`config.mk`:
```
export PLATFORM = sky130hd
export DESIGN_NAME = generation_scheduler
export DESIGN_NICKNAME = d
export VERILOG_FILES = /design/src/rtl/generation_scheduler.sv
export SDC_FILE = /design/constraint.sdc
export NUM_CORES = 1
export LEC_CHECK = 0
export CAP_MARGIN = 0
export CORE_MARGIN = 5
export CORE_UTILIZATION = 45
export DETAILED_ROUTE_END_ITERATION = 7
export PLACE_DENSITY = 0.81
export SLEW_MARGIN = 10
export SYNTH_ARGS = -nofsm -noshare
export SYNTH_HDL_FRONTEND = slang
export SYNTH_SLANG_ARGS = --single-unit
```
`constraint.sdc`:
```
create_clock -name clk -period 2.19 [get_ports clk]
set_input_delay 0.219 -clock clk [delete_from_list [all_inputs] [get_ports clk]]
set_output_delay 0.219 -clock clk [all_outputs]
set_load 0.05 [all_outputs]
```
`src/rtl/generation_scheduler.sv`:
```
// Game-of-Life generation sequencer: fetches Y_SIZE rows, counts Y_SIZE result writes,
// then flips the ping-pong bank select on the next video frame boundary.
module generation_scheduler #(
   parameter int Y_SIZE  = 720,
   parameter int Y_WIDTH = 10,
   parameter int GEN_W   = 16
) (
   input  logic               clk,
   input  logic               rst,
   input  logic               run,
   input  logic               step,
   input  logic               frame_end,
   input  logic               fetch_ready,
   output logic               fetch_valid,
   output logic [Y_WIDTH-1:0] fetch_addr,
   input  logic               result_valid,
   output logic [Y_WIDTH-1:0] write_addr,
   output logic               write_en,
   output logic               mode,
   output logic               busy,
   output logic [GEN_W-1:0]   gen_count,
   output logic               overrun
);
   localparam logic [1:0] IDLE      = 2'd0;
   localparam logic [1:0] FETCH     = 2'd1;
   localparam logic [1:0] DRAIN     = 2'd2;
   localparam logic [1:0] WAIT_SWAP = 2'd3;

   localparam logic [Y_WIDTH-1:0] LAST_ROW = Y_WIDTH'(Y_SIZE - 1);

   logic [1:0]         state;
   logic [Y_WIDTH-1:0] fetch_cnt;
   logic [Y_WIDTH-1:0] write_cnt;
   logic               write_done;
   logic               write_window;
   logic               accept;
   logic               last_fetch;
   logic               last_write;

   // write_done covers the case where all results land before the last fetch is accepted
   assign write_window = ((state == FETCH) || (state == DRAIN)) && !write_done;
   assign write_en     = result_valid && write_window;
   assign fetch_valid  = (state == FETCH);
   assign accept       = fetch_valid && fetch_ready;
   assign last_fetch   = accept && (fetch_cnt == LAST_ROW);
   assign last_write   = write_en && (write_cnt == LAST_ROW);
   assign fetch_addr   = fetch_cnt;
   assign write_addr   = write_cnt;
   assign busy         = (state != IDLE);

   always_ff @(posedge clk) begin
      if (rst) begin
         state      <= IDLE;
         fetch_cnt  <= '0;
         write_cnt  <= '0;
         write_done <= 1'b0;
         mode       <= 1'b0;
         gen_count  <= '0;
         overrun    <= 1'b0;
      end else begin
         if (result_valid && !write_window)
            overrun <= 1'b1;
         if (accept)
            fetch_cnt <= fetch_cnt + 1'b1;
         if (write_en)
            write_cnt <= write_cnt + 1'b1;

         case (state)
            IDLE: begin
               fetch_cnt  <= '0;
               write_cnt  <= '0;
               write_done <= 1'b0;
               if (run || step)
                  state <= FETCH;
            end
            FETCH: begin
               if (last_write)
                  write_done <= 1'b1;
               if (last_fetch)
                  state <= (write_done || last_write) ? WAIT_SWAP : DRAIN;
            end
            DRAIN: begin
               if (last_write)
                  state <= WAIT_SWAP;
            end
            WAIT_SWAP: begin
               // the bank select only moves here, so the read bank stays put for a whole frame
               if (frame_end) begin
                  mode      <= ~mode;
                  gen_count <= gen_count + 1'b1;
                  state     <= IDLE;
               end
            end
            default: state <= IDLE;
         endcase
      end
   end
endmodule

```
# ---- After elaboration in Yosys (flattened, before gate mapping)
# Index checks and enable logic that the tools add are counted.
dict set report op_classes {
  n_addsub 3
  n_eq_ne 10
  n_mux 8
  bitwise 1
  n_reduce_logical 18
}
# operator count
set ops {}
lappend ops {{$add 10x1->10 const B} 2}
lappend ops {{$eq 10x10->1 const B} 2}
lappend ops {{$add 16x1->16 const B} 1}
lappend ops {{$mux 2} 4}
lappend ops {{$pmux 2 s4} 1}
lappend ops {{$logic_and 1x1->1} 6}
lappend ops {{$ne 2x2->1 const B} 3}
lappend ops {{$eq 2x2->1 const B} 2}
lappend ops {{$ne 2x1->1 const B} 2}
lappend ops {{$reduce_and 2->1} 2}
lappend ops {{$reduce_and 4->1} 1}
lappend ops {{$reduce_bool 2->1} 2}
lappend ops {{$logic_or 1x1->1} 3}
lappend ops {{$eq 2x1->1 const B} 1}
lappend ops {{$logic_not 1->1} 2}
lappend ops {{$logic_not 2->1} 1}
lappend ops {{$mux 1} 2}
lappend ops {{$pmux 1 s2} 1}
lappend ops {{$reduce_or 2->1} 1}
lappend ops {{$not 1->1} 1}
dict set report totals {
  regBits 41
  in_bits 7
  output_inout_bits 41
  elab_cells 47
}

# ---- Depth between registers and ports, before layout
dict set report logic_depth {
  word_depth 9
  mapped_depth 7
  mapped_depth_nobuf 7
}

# ---- Worst setup path before layout
# Ideal clock, no wire load.
dict set report synth_path {
  path_type {reg2reg}
  from {register state[1]}
  to {register state[0]}
  setup_ns 0.133
  t_arrival_ns 2.057
  t_required_ns 2.057
  path_slack_ns 0.000
  path_stages_with_launch 7
  n_path_buf 0
  period_less_slack_ns 2.190
  cell_sequence {dfxtp_1 -> inv_1 -> ha_1 -> nand3_1 -> o41ai_4 -> a31o_2 -> o221ai_1}
}
dict set report synth_between {
  elab_chain_cells 9
  elab_cells_between_ends 19
  classes_between {eq/ne (7); mux (3); reduce/logical (9)}
}
# element line_no
set synth_rtl {}
lappend synth_rtl {{start, declared} 31} ;# logic [1:0] state;
lappend synth_rtl {{start signal, assigned} 80} ;# state <= (write_done || last_write) ? WAIT_SWAP : DRAIN;
lappend synth_rtl {{$eq 2x1->1 *} 43} ;# assign fetch_valid = (state == FETCH);
lappend synth_rtl {{net fetch_valid} 14} ;# output logic fetch_valid,
lappend synth_rtl {{$logic_or 1x1->1} 41} ;# assign write_window = ((state == FETCH) || (state == DRAIN)) && !write_done;
lappend synth_rtl {{$logic_and 1x1->1} 41}
lappend synth_rtl {{$logic_and 1x1->1} 42} ;# assign write_en = result_valid && write_window;
lappend synth_rtl {{$logic_and 1x1->1} 46} ;# assign last_write = write_en && (write_cnt == LAST_ROW);
lappend synth_rtl {{$logic_or 1x1->1} 80}
lappend synth_rtl {{$mux 1} 80}
lappend synth_rtl {{$mux 2} 79} ;# if (last_fetch)
lappend synth_rtl {{$pmux 2 s4} 68} ;# case (state)
# Mark *: on every way through the listed nets, which the timed path passes. The rest lies on a longest branch. The select of a mux whose other input is x is not followed.
# A chain may end at the register's enable or synchronous reset.

# ---- Worst setup path after layout
dict set report layout_path {
  from {register state[0]}
  to {output port write_en}
}
dict set report layout_between {
  elab_chain_cells 4
  elab_cells_between_ends 5
  classes_between {eq/ne (2); reduce/logical (3)}
}
# element line_no
set layout_rtl {}
lappend layout_rtl {{$eq 2x1->1 or $eq 2x2->1 (tied branches)} 41}
lappend layout_rtl {{$logic_or 1x1->1 *} 41}
lappend layout_rtl {{$logic_and 1x1->1 *} 41}
lappend layout_rtl {{$logic_and 1x1->1 *} 42}
lappend layout_rtl {{end, declared} 18} ;# output logic write_en,
# Mark *: on every way between the ends. The rest lies on a longest branch, timed or not.

==> flow_summary.yaml <==
status:
  outcome: "completed"
worst_hold_path:
  min_path_type: "flip-flop to flip-flop"
  whs_path_depth: 2
  whs_endpoint: "write_done$_SDFFE_PP0P_"
  worstHoldStart: "write_done$_SDFFE_PP0P_"
global_routing:
  grtUsageTotal: 0.1509
  grt_pass1_wl_mm: 7.396
  grt_max_degree: 21
  antenna_found_initial: 0
  grt-ovfl-total: 0
  grt_pass1_vias: 1654
timing:
  hold_viol_final: 0
  worstMarginPinSlew_ps: 512.6
  fin_tns_setup_ps: 0
  slew_violations: 0
  setup_viol: 0
  timing.slew.headroom: 0.6572
  max_freq_mhz: 501.0
  grt_setup_unrepaired: "false"
  finClkSkew_ps: 6.051
  period_share: 0.9113
  finalCriticalPeriod_ps: 1996
routing:
  drtAntennaViolNets: 0
  dr.pass1.iters: 5
  vias: 1780
  wl_per_cell_microns: 13.13
  avgViaCountPerCell: 5.460
  wl_mm: 4.282
  drc_errors: 0
  first_iter_violations: 93
floorplanning:
  start_util: 0.4551
  ios: 48
  die_width_microns: 75.90
  die_area_sq_mm: 0.005761
  die_h_microns: 75.90
  coreArea_sq_mm: 0.004294
  rows: 24
logic_synthesis:
  syn_inst: 222
  syn-cell-area_sq_mm: 0.001954
  synth.top_cell.area_share: 0.4200
  ys_seq_area_frac: 0.4200
  ys_top_cells_by_area: "dfxtp_1 (42%), xor2_1 (7.6%), nor2_1 (4.8%), ha_1 (4.5%), a21oi_1 (4.1%)"
  yosysTopAreaCell: "dfxtp_1"
  synth_fp_nets: 236
  synth.distinct_cells: 38
  synth_warnings: 0
  avgSynthCellArea_sq_um: 8.803
  ys_ff_latch: 41
layout:
  n_antenna_cell: 0
  fin_cells: 326
  layout-drive-gt1-share: 0.09489
  syn2layout_area_growth_pct: 33.55
  fin_nets: 287
setup_path:
  critical_path_class: "flip-flop to output pin"
  critPathMaxFanout: 7
  timing.rr.start: "state[0]$_SDFFE_PP0P_"
  endpoint_kind: "output pin"
  arrival_ps: 1780
  crit_top_cell: "buf_4"
  cp_slowest_cell: "dfxtp_1"
  r2r-end: "state[0]$_SDFFE_PP0P_"
  start_kind: "flip-flop"
  rrSetupSlack_ps: 280
  reg2regPathDepth: 6
  crit_chain: "inv_1, ha_1, nand3b_1, buf_4, inv_2, buf_4, buf_12"
  cpPeakStageDelay_ps: 420
  cp.required_ps: 1970
clock_tree:
  clock_sinks: 41
  cts_hold_buf: 0
  htree_levels: 2
  cts_root_buf: "clkbuf_8"
  clkTransAtPathRegs_ps: 80
  postCtsSetupBuffers: 0
  cts_tree: "yes"
  insertion_delay_ps: 300
  cts-buffers-inserted: 5
  cts_buffer_depth: 2
power:
  p_leak_nw: 0.9139
  power_density_mw_per_mm2: 789.5
  p_sw_frac: 0.3458
  power_frac_seq: 0.392
  peakVddDrop_mv: 0.4541
  switchingPower_uw: 712.5
  combPwrFrac: 0.310
  power.internal_mw: 1.348
  pwr-share-clk: 0.298
job:
  drv_cap: 0
placement:
  port_buffers: 47
  gp_congestion: 0.8136
  place_inst: 318
  hpwl_mm: 3.161
synth_stat cells:
master     number
nand4_1        10
or2_2           1
ha_1            7
or3_2           2
or4b_4          1
nand2b_1        2
o32a_2          1
o221ai_1        1
and4_2          1
a31o_2          2
inv_2           1
nor4_1          1
nand3_1        14
o41ai_4         1
xnor2_1         7
o31ai_1         2
nor3_1          3
o21ai_0         9
xor2_1         17
or3_1           6
nand3b_1        2
and3_2          1
inv_1           8
nand2_1        20
a21oi_1        16
or4_1           2
buf_6           1
and2_1          1
buf_2           1
and3_1          6
nor2_1         25
and4_1          1
dfxtp_1        41
o41ai_1         1
nand4_4         1
clkbuf_1        4
nand4bb_1       1
o41ai_2         1
logic make-up after synthesis:
logic type | share of synthesized area
DFF | 0.4200
and+or+nand+nor | 0.2766
AOI/OAI and AO/OA | 0.1178
xor gates and xnor gates | 0.1076
buffers and inverters | 0.03328
adders and majority gates | 0.04481
per-layer routing:
metal | vias up | share of wire | GRT usage
li1 | 880 | - | -
met1 | 840 | 0.46 | 0.1818
met2 | 54 | 0.46 | 0.2509
met3 | 6 | 0.067 | 0.05095
met4 | 0 | 0.014 | 0.04804
met5 | - | 0 | 0
final cells by class:
cell class              count  area (sq um)
clock buffers               5         68.82
well taps                  52         65.06
flip-flops and latches     41         820.8
repair buffers             50         504.2
multi-input cells         166          1071
inverters                   9         33.78
clock inverters             3         46.29
fillers                   374          1684
worst max path at each step:
stage | from | to | slack, ps | cells past startpoint
finish | state[0]$_SDFFE_PP0P_ | write_en | 190 | 7
global route | state[0]$_SDFFE_PP0P_ | write_en | 60 | 7
CTS | state[1]$_SDFFE_PP0P_ | fetch_valid | 80 | 3
detailed placement | frame_end | gen_count[15]$_SDFFE_PP0P_ | 200 | 5
global placement | frame_end | gen_count[15]$_SDFFE_PP0P_ | 290 | 5
floorplan | write_addr[0]$_SDFFE_PP0P_ | state[0]$_SDFFE_PP0P_ | 240 | 5
cells in the final DEF, fill, tap and decap left out, types with 2 or more instances in the layout:
cell type	instances
or3_1	6
nor3_1	3
buf_4	3
or3_2	2
or4_1	2
clkbuf_8	5
nand3b_1	2
nand4_1	10
nor2_1	25
xor2_1	17
nand2_1	20
o21ai_0	9
a31o_2	2
xnor2_1	7
nand3_1	14
ha_1	6
and3_1	6
clkdlybuf4s50_1	44
a21oi_1	16
o31ai_1	2
dfxtp_1	41
nand2b_1	2
inv_1	8
timing repair:
| item | 4_1_cts | 5_1_grt |
|---|---|---|
| gates resized for setup | 1 | 1 |
| endpoints found under the setup margin | 1 | 1 |
| gates cloned | 0 | 0 |
worst max-delay path, delay by kind of cell, from the launching register on:
family                   cells  cell delay, ps
buffers and inverters        5             600
AND/OR/NAND/NOR              1             130
adder cells (fa/ha/maj)      1             340
flip-flops                   1             420
metrics by stage:
stage,power [mW],setup WS (ps),hold slack [ps],utilization,area [sq um]
4_1_cts,2.079,77.38,480.9,0.6072,2608
5_1_grt,2.169,64.77,511.4,0.6078,2610
6_report,2.060,194.2,476.1,0.6078,2610
2_1_floorplan,1.264,242.9,359.6,-,1957
3_3_place_gp,1.467,294.4,458.5,0.5807,2494
3_5_place_dp,1.477,204.8,464.7,0.5807,2494
power groups by stage:
stage                     clock [mW]  sequential (mW)  combinational, mW
after CTS                      0.627            0.808              0.644
after global placement             0            0.824              0.643
after global routing           0.652            0.814              0.702
after floorplan                    0            0.866              0.398
final                          0.615            0.808              0.638
after detailed placement           0            0.825              0.652
flip-flops by register name (all words and copies together) (netlist names):
name	cells
gen_count	16
fetch_addr	10
write_addr	10
state	2
mode	1
overrun	1
write_done	1
No activity file was read; power rests on OpenSTA's default activity.
==> variant 1: new RTL, same flow settings <==
Set the parameter `Y_WIDTH` to 5 (it was 10).
--- a/src/rtl/generation_scheduler.sv
+++ b/src/rtl/generation_scheduler.sv
@@ -2,7 +2,7 @@
 // then flips the ping-pong bank select on the next video frame boundary.
 module generation_scheduler #(
    parameter int Y_SIZE  = 720,
-   parameter int Y_WIDTH = 10,
+   parameter int Y_WIDTH = 5,
    parameter int GEN_W   = 16
 ) (
    input  logic               clk,
Ports: changed (resized fetch_addr and write_addr); port bits go from 48 to 38. The function was not compared with the original's and may differ.
==> variant 1 against the unedited design <==
Count of clock-buffer cells in the layout increased by 1; total power down 24%; worst setup slack improved by 0.034 ns; sequential cell count fell by 10; final cell count is 23% lower; wire length shrank 30%; synthesized area shrank 23%; cell area fell by 24%; synthesized cell count down 27%; critical path type unchanged; largest cell class unchanged.
==> variant 1: results <==
{
  "wl_met1_um": 1360,
  "drt-pass1-iter-count": 4,
  "wl_per_cell_um": 12.0,
  "status": "finished, final reports clean",
  "drt_iter0_drc": 48,
  "synth-compound-area-share": 0.0806,
  "peakVddDrop_mv": 0.792,
  "synth-adder-area-share": 0.0831,
  "arrival_ns": 1.74,
  "yosys-mux-area-fraction": 0.0399,
  "use_met3": 0.0591,
  "max_stage_delay_ns": 0.40,
  "syn-num-nets": 180,
  "insertion_delay_ns": 0.32,
  "synth_xor_xnor_area_share": 0.0988,
  "num-nets-final": 222,
  "grt_usage": 0.139,
  "dp.cells": 244,
  "critical_path.top_delay_family": "flip-flops",
  "synthCells": 163,
  "synth_area_leaders": "dfxtp_1 (41%), ha_1 (8.3%), nor2_1 (7.0%), xnor2_1 (5.2%), xor2_1 (4.7%)",
  "rrSetupSlack_ns": 0.24,
  "antenna_found_initial": 0,
  "drive_gt1_frac": 0.0980,
  "r2r-end": "state[1]",
  "cts_root_buffer": "clkbuf_4",
  "portBuffers": 37,
  "dp_hpwl_um": 2290,
  "seq_area_frac_synth": 0.412,
  "p_leak_uw": 0.000772,
  "synth_common_cells": "dfxtp_1 (31), nor2_1 (28), ha_1 (10), xnor2_1 (9), xor2_1 (8)",
  "fin_skew_ns": 0.00486,
  "grt_pass1_vias": 1169,
  "post_layout_nonfiller_instances": 250,
  "route.met2.wl_um": 1360,
  "nFillCells": 285,
  "met1_usage": 0.169,
  "hold_start": "overrun",
  "tightest_slew_ns": 0.510,
  "grt_max_degree": 11,
  "vias_per_cell": 5.02,
  "grt.met2_usage": 0.226,
  "synthDistinctLibCells": 34,
  "cp-startpoint": "state[1]",
  "hold_end": "overrun",
  "wl_met3_um": 225
}
## variant 1: cell types whose count changed in the layout (fill, tap and decap cells not counted), sizes merged, moves of 7 or more
cell	before	now
dfxtp	41	31
or3	8	1
xor2	17	8
nand2	20	6
a21oi	16	7
clkdlybuf4s50	44	34
## variant 1: cell type report
type	instances	area, um2	area share
tap	46	57.6	0.0289
clock buffer	6	41.3	0.0207
multi-input combinational	120	841	0.422
sequential	31	621	0.311
timing repair buffer	40	408	0.205
inverter	7	26.3	0.0132
## variant 1: stage by stage
stage          power, uW  cell area (um2)  setup slack, ns  hold WS [ns]
2_1_floorplan       1110             1510           0.0219         0.360
3_3_place_gp        1290             1950            0.345         0.462
3_5_place_dp        1300             1950            0.239         0.461
4_1_cts             1580             1990           0.0347         0.492
5_1_grt             1680             1990           0.0352         0.525
6_report            1560             1990            0.228         0.479
## variant 1: report_power, final
group / internal [uW] / switching, uW
combinational: 244 / 402
clock: 114 / 166
sequential: 600 / 33.0
==> variant 2: new RTL, config.mk and constraints unchanged <==
Without the edit above. One comparison of `write_cnt` changes from == to >=.
--- a/src/rtl/generation_scheduler.sv
+++ b/src/rtl/generation_scheduler.sv
@@ -43,7 +43,7 @@
    assign fetch_valid  = (state == FETCH);
    assign accept       = fetch_valid && fetch_ready;
    assign last_fetch   = accept && (fetch_cnt == LAST_ROW);
-   assign last_write   = write_en && (write_cnt == LAST_ROW);
+   assign last_write   = write_en && (write_cnt >= LAST_ROW);
    assign fetch_addr   = fetch_cnt;
    assign write_addr   = write_cnt;
    assign busy         = (state != IDLE);
Check against the original RTL: same outputs for any inputs over 10 cycles, from zero or initial values and one cycle with rst high; that may be too few to reach the edited logic, so the function may still have changed.
==> variant 2 against the unedited design <==
Wire length grew 1.9%; worst setup slack worse by 0.081 ns; cell area shrank 1.2%; die area grew 1.1%; total power fell by 8.4%; register-to-register slack lost 0.07 ns; synthesized area increased by 1.3%; sequential cell count did not move; largest cell class unchanged.
==> variant 2: results <==
{
  "synthArstFlopShare": 0,
  "dp_hpwl_um": 3150,
  "insertion_delay_ns": 0.28,
  "vias": 1811,
  "clk_pin_slew_ns": 0.07,
  "cp_max_fo": 9,
  "synth_area_leaders": "dfxtp_1 (41%), xor2_1 (5.3%), xnor2_1 (4.9%), nor2_1 (4.7%), ha_1 (4.4%)",
  "grt_pass1_wl_um": 7720,
  "yosys-mux-area-fraction": 0.00506,
  "cts_resized": 0,
  "p_leak_uw": 0.000832,
  "nFillCells": 424,
  "min_path_type": "flop to flop",
  "seq_area_frac_synth": 0.415,
  "place_area_um2": 2500,
  "synth_xor_xnor_area_share": 0.102,
  "num-nets-final": 293,
  "place.gp.congestion": 0.858,
  "slowest_stage": "clkdlybuf4s50_1",
  "drt_iter0_drc": 92,
  "place_ws_ns": 0.125,
  "synth_common_cells": "dfxtp_1 (41), nor2_1 (25), a21oi_1 (17), nand2_1 (15), nand3_1 (13)",
  "post-cts-setup-buffer-count": 0,
  "grt_overflow": 0,
  "grt_max_degree": 23,
  "synth-adder-area-share": 0.0442,
  "synth-compound-area-share": 0.119,
  "largest_register_ffs": 16,
  "fin_skew_ns": 0.00453,
  "max_stage_delay_ns": 0.84,
  "wl_um": 4360,
  "grt_pass1_vias": 1740,
  "antenna_found_initial": 0,
  "drive_gt1_frac": 0.0571,
  "drt-pass1-iter-count": 4,
  "syn-num-nets": 245,
  "period_minus_slack_ns": 2.08,
  "dp.cells": 324,
  "regMostFlops": "gen_count",
  "synthCells": 231,
  "grt_usage": 0.155,
  "synthDistinctLibCells": 36,
  "status": "finished, final reports clean",
  "peakVddDrop_mv": 0.425,
  "arrival_ns": 1.86,
  "post_layout_nonfiller_instances": 332,
  "max_slew_margin": 0.645
}
[variant 2: cell count changes after synthesis, moves of 3 or more]
cell      unedited run  this run
xor2_1              17        12
o31ai_1              2         5
nand2_1             20        15
and3_1               6         3
nand2b_1             2         5
xnor2_1              7        11
nor4_1               1         4
or4_1                2         5
[variant 2: worst max-delay path: cells and delay by family (launching register included)]
family | cells | cell delay, ns
fa+ha+maj | 1 | 0.28
flops | 1 | 0.36
buf+inv | 2 | 0.93
[variant 2: area by class of cell]
type	count	area (um2)	share of cell area
clock buffers	8	80.1	0.0310
inverters	10	38.8	0.0150
multi-input cells	172	1080	0.419
flip-flops and latches	41	821	0.318
well taps	52	65.1	0.0252
repair buffers	49	493	0.191
[variant 2: worst paths after layout]
check,startpoint,endpoint,slack (ns),cells after the start
worst min-delay path,overrun,overrun,0.48,2
worst max register to register,state[1],gen_count[15],0.21,5
worst max-delay path,state[1],fetch_valid,0.11,3
worst min register to register,overrun,overrun,0.48,2
[variant 2: where the power goes]
group / internal (uW) / total (uW) / switching (uW)
Combinational: 215 / 613 / 399
Sequential: 776 / 808 / 32.2
Clock: 226 / 466 / 239
Total: 1220 / 1890 / 670
[variant 2: cell families (layout without fill, tap and decap cells)]
group	count (synthesis)	count (layout)
and+or+nand+nor	103	103
DFF	41	41
AOI/OAI and AO/OA	38	38
xor gates and xnor gates	23	23
buffers and inverters	18	67
adders and majority gates	7	7
muxes	1	1
[variant 2: layer usage]
metal	routed length (um)	vias up	part of all wire	track usage
met5	0	-	0	0
met4	63	0	0.014	0.0490
met3	229	7	0.052	0.0449
met2	2010	43	0.46	0.243
met1	2060	843	0.47	0.205
li1	-	918	-	-
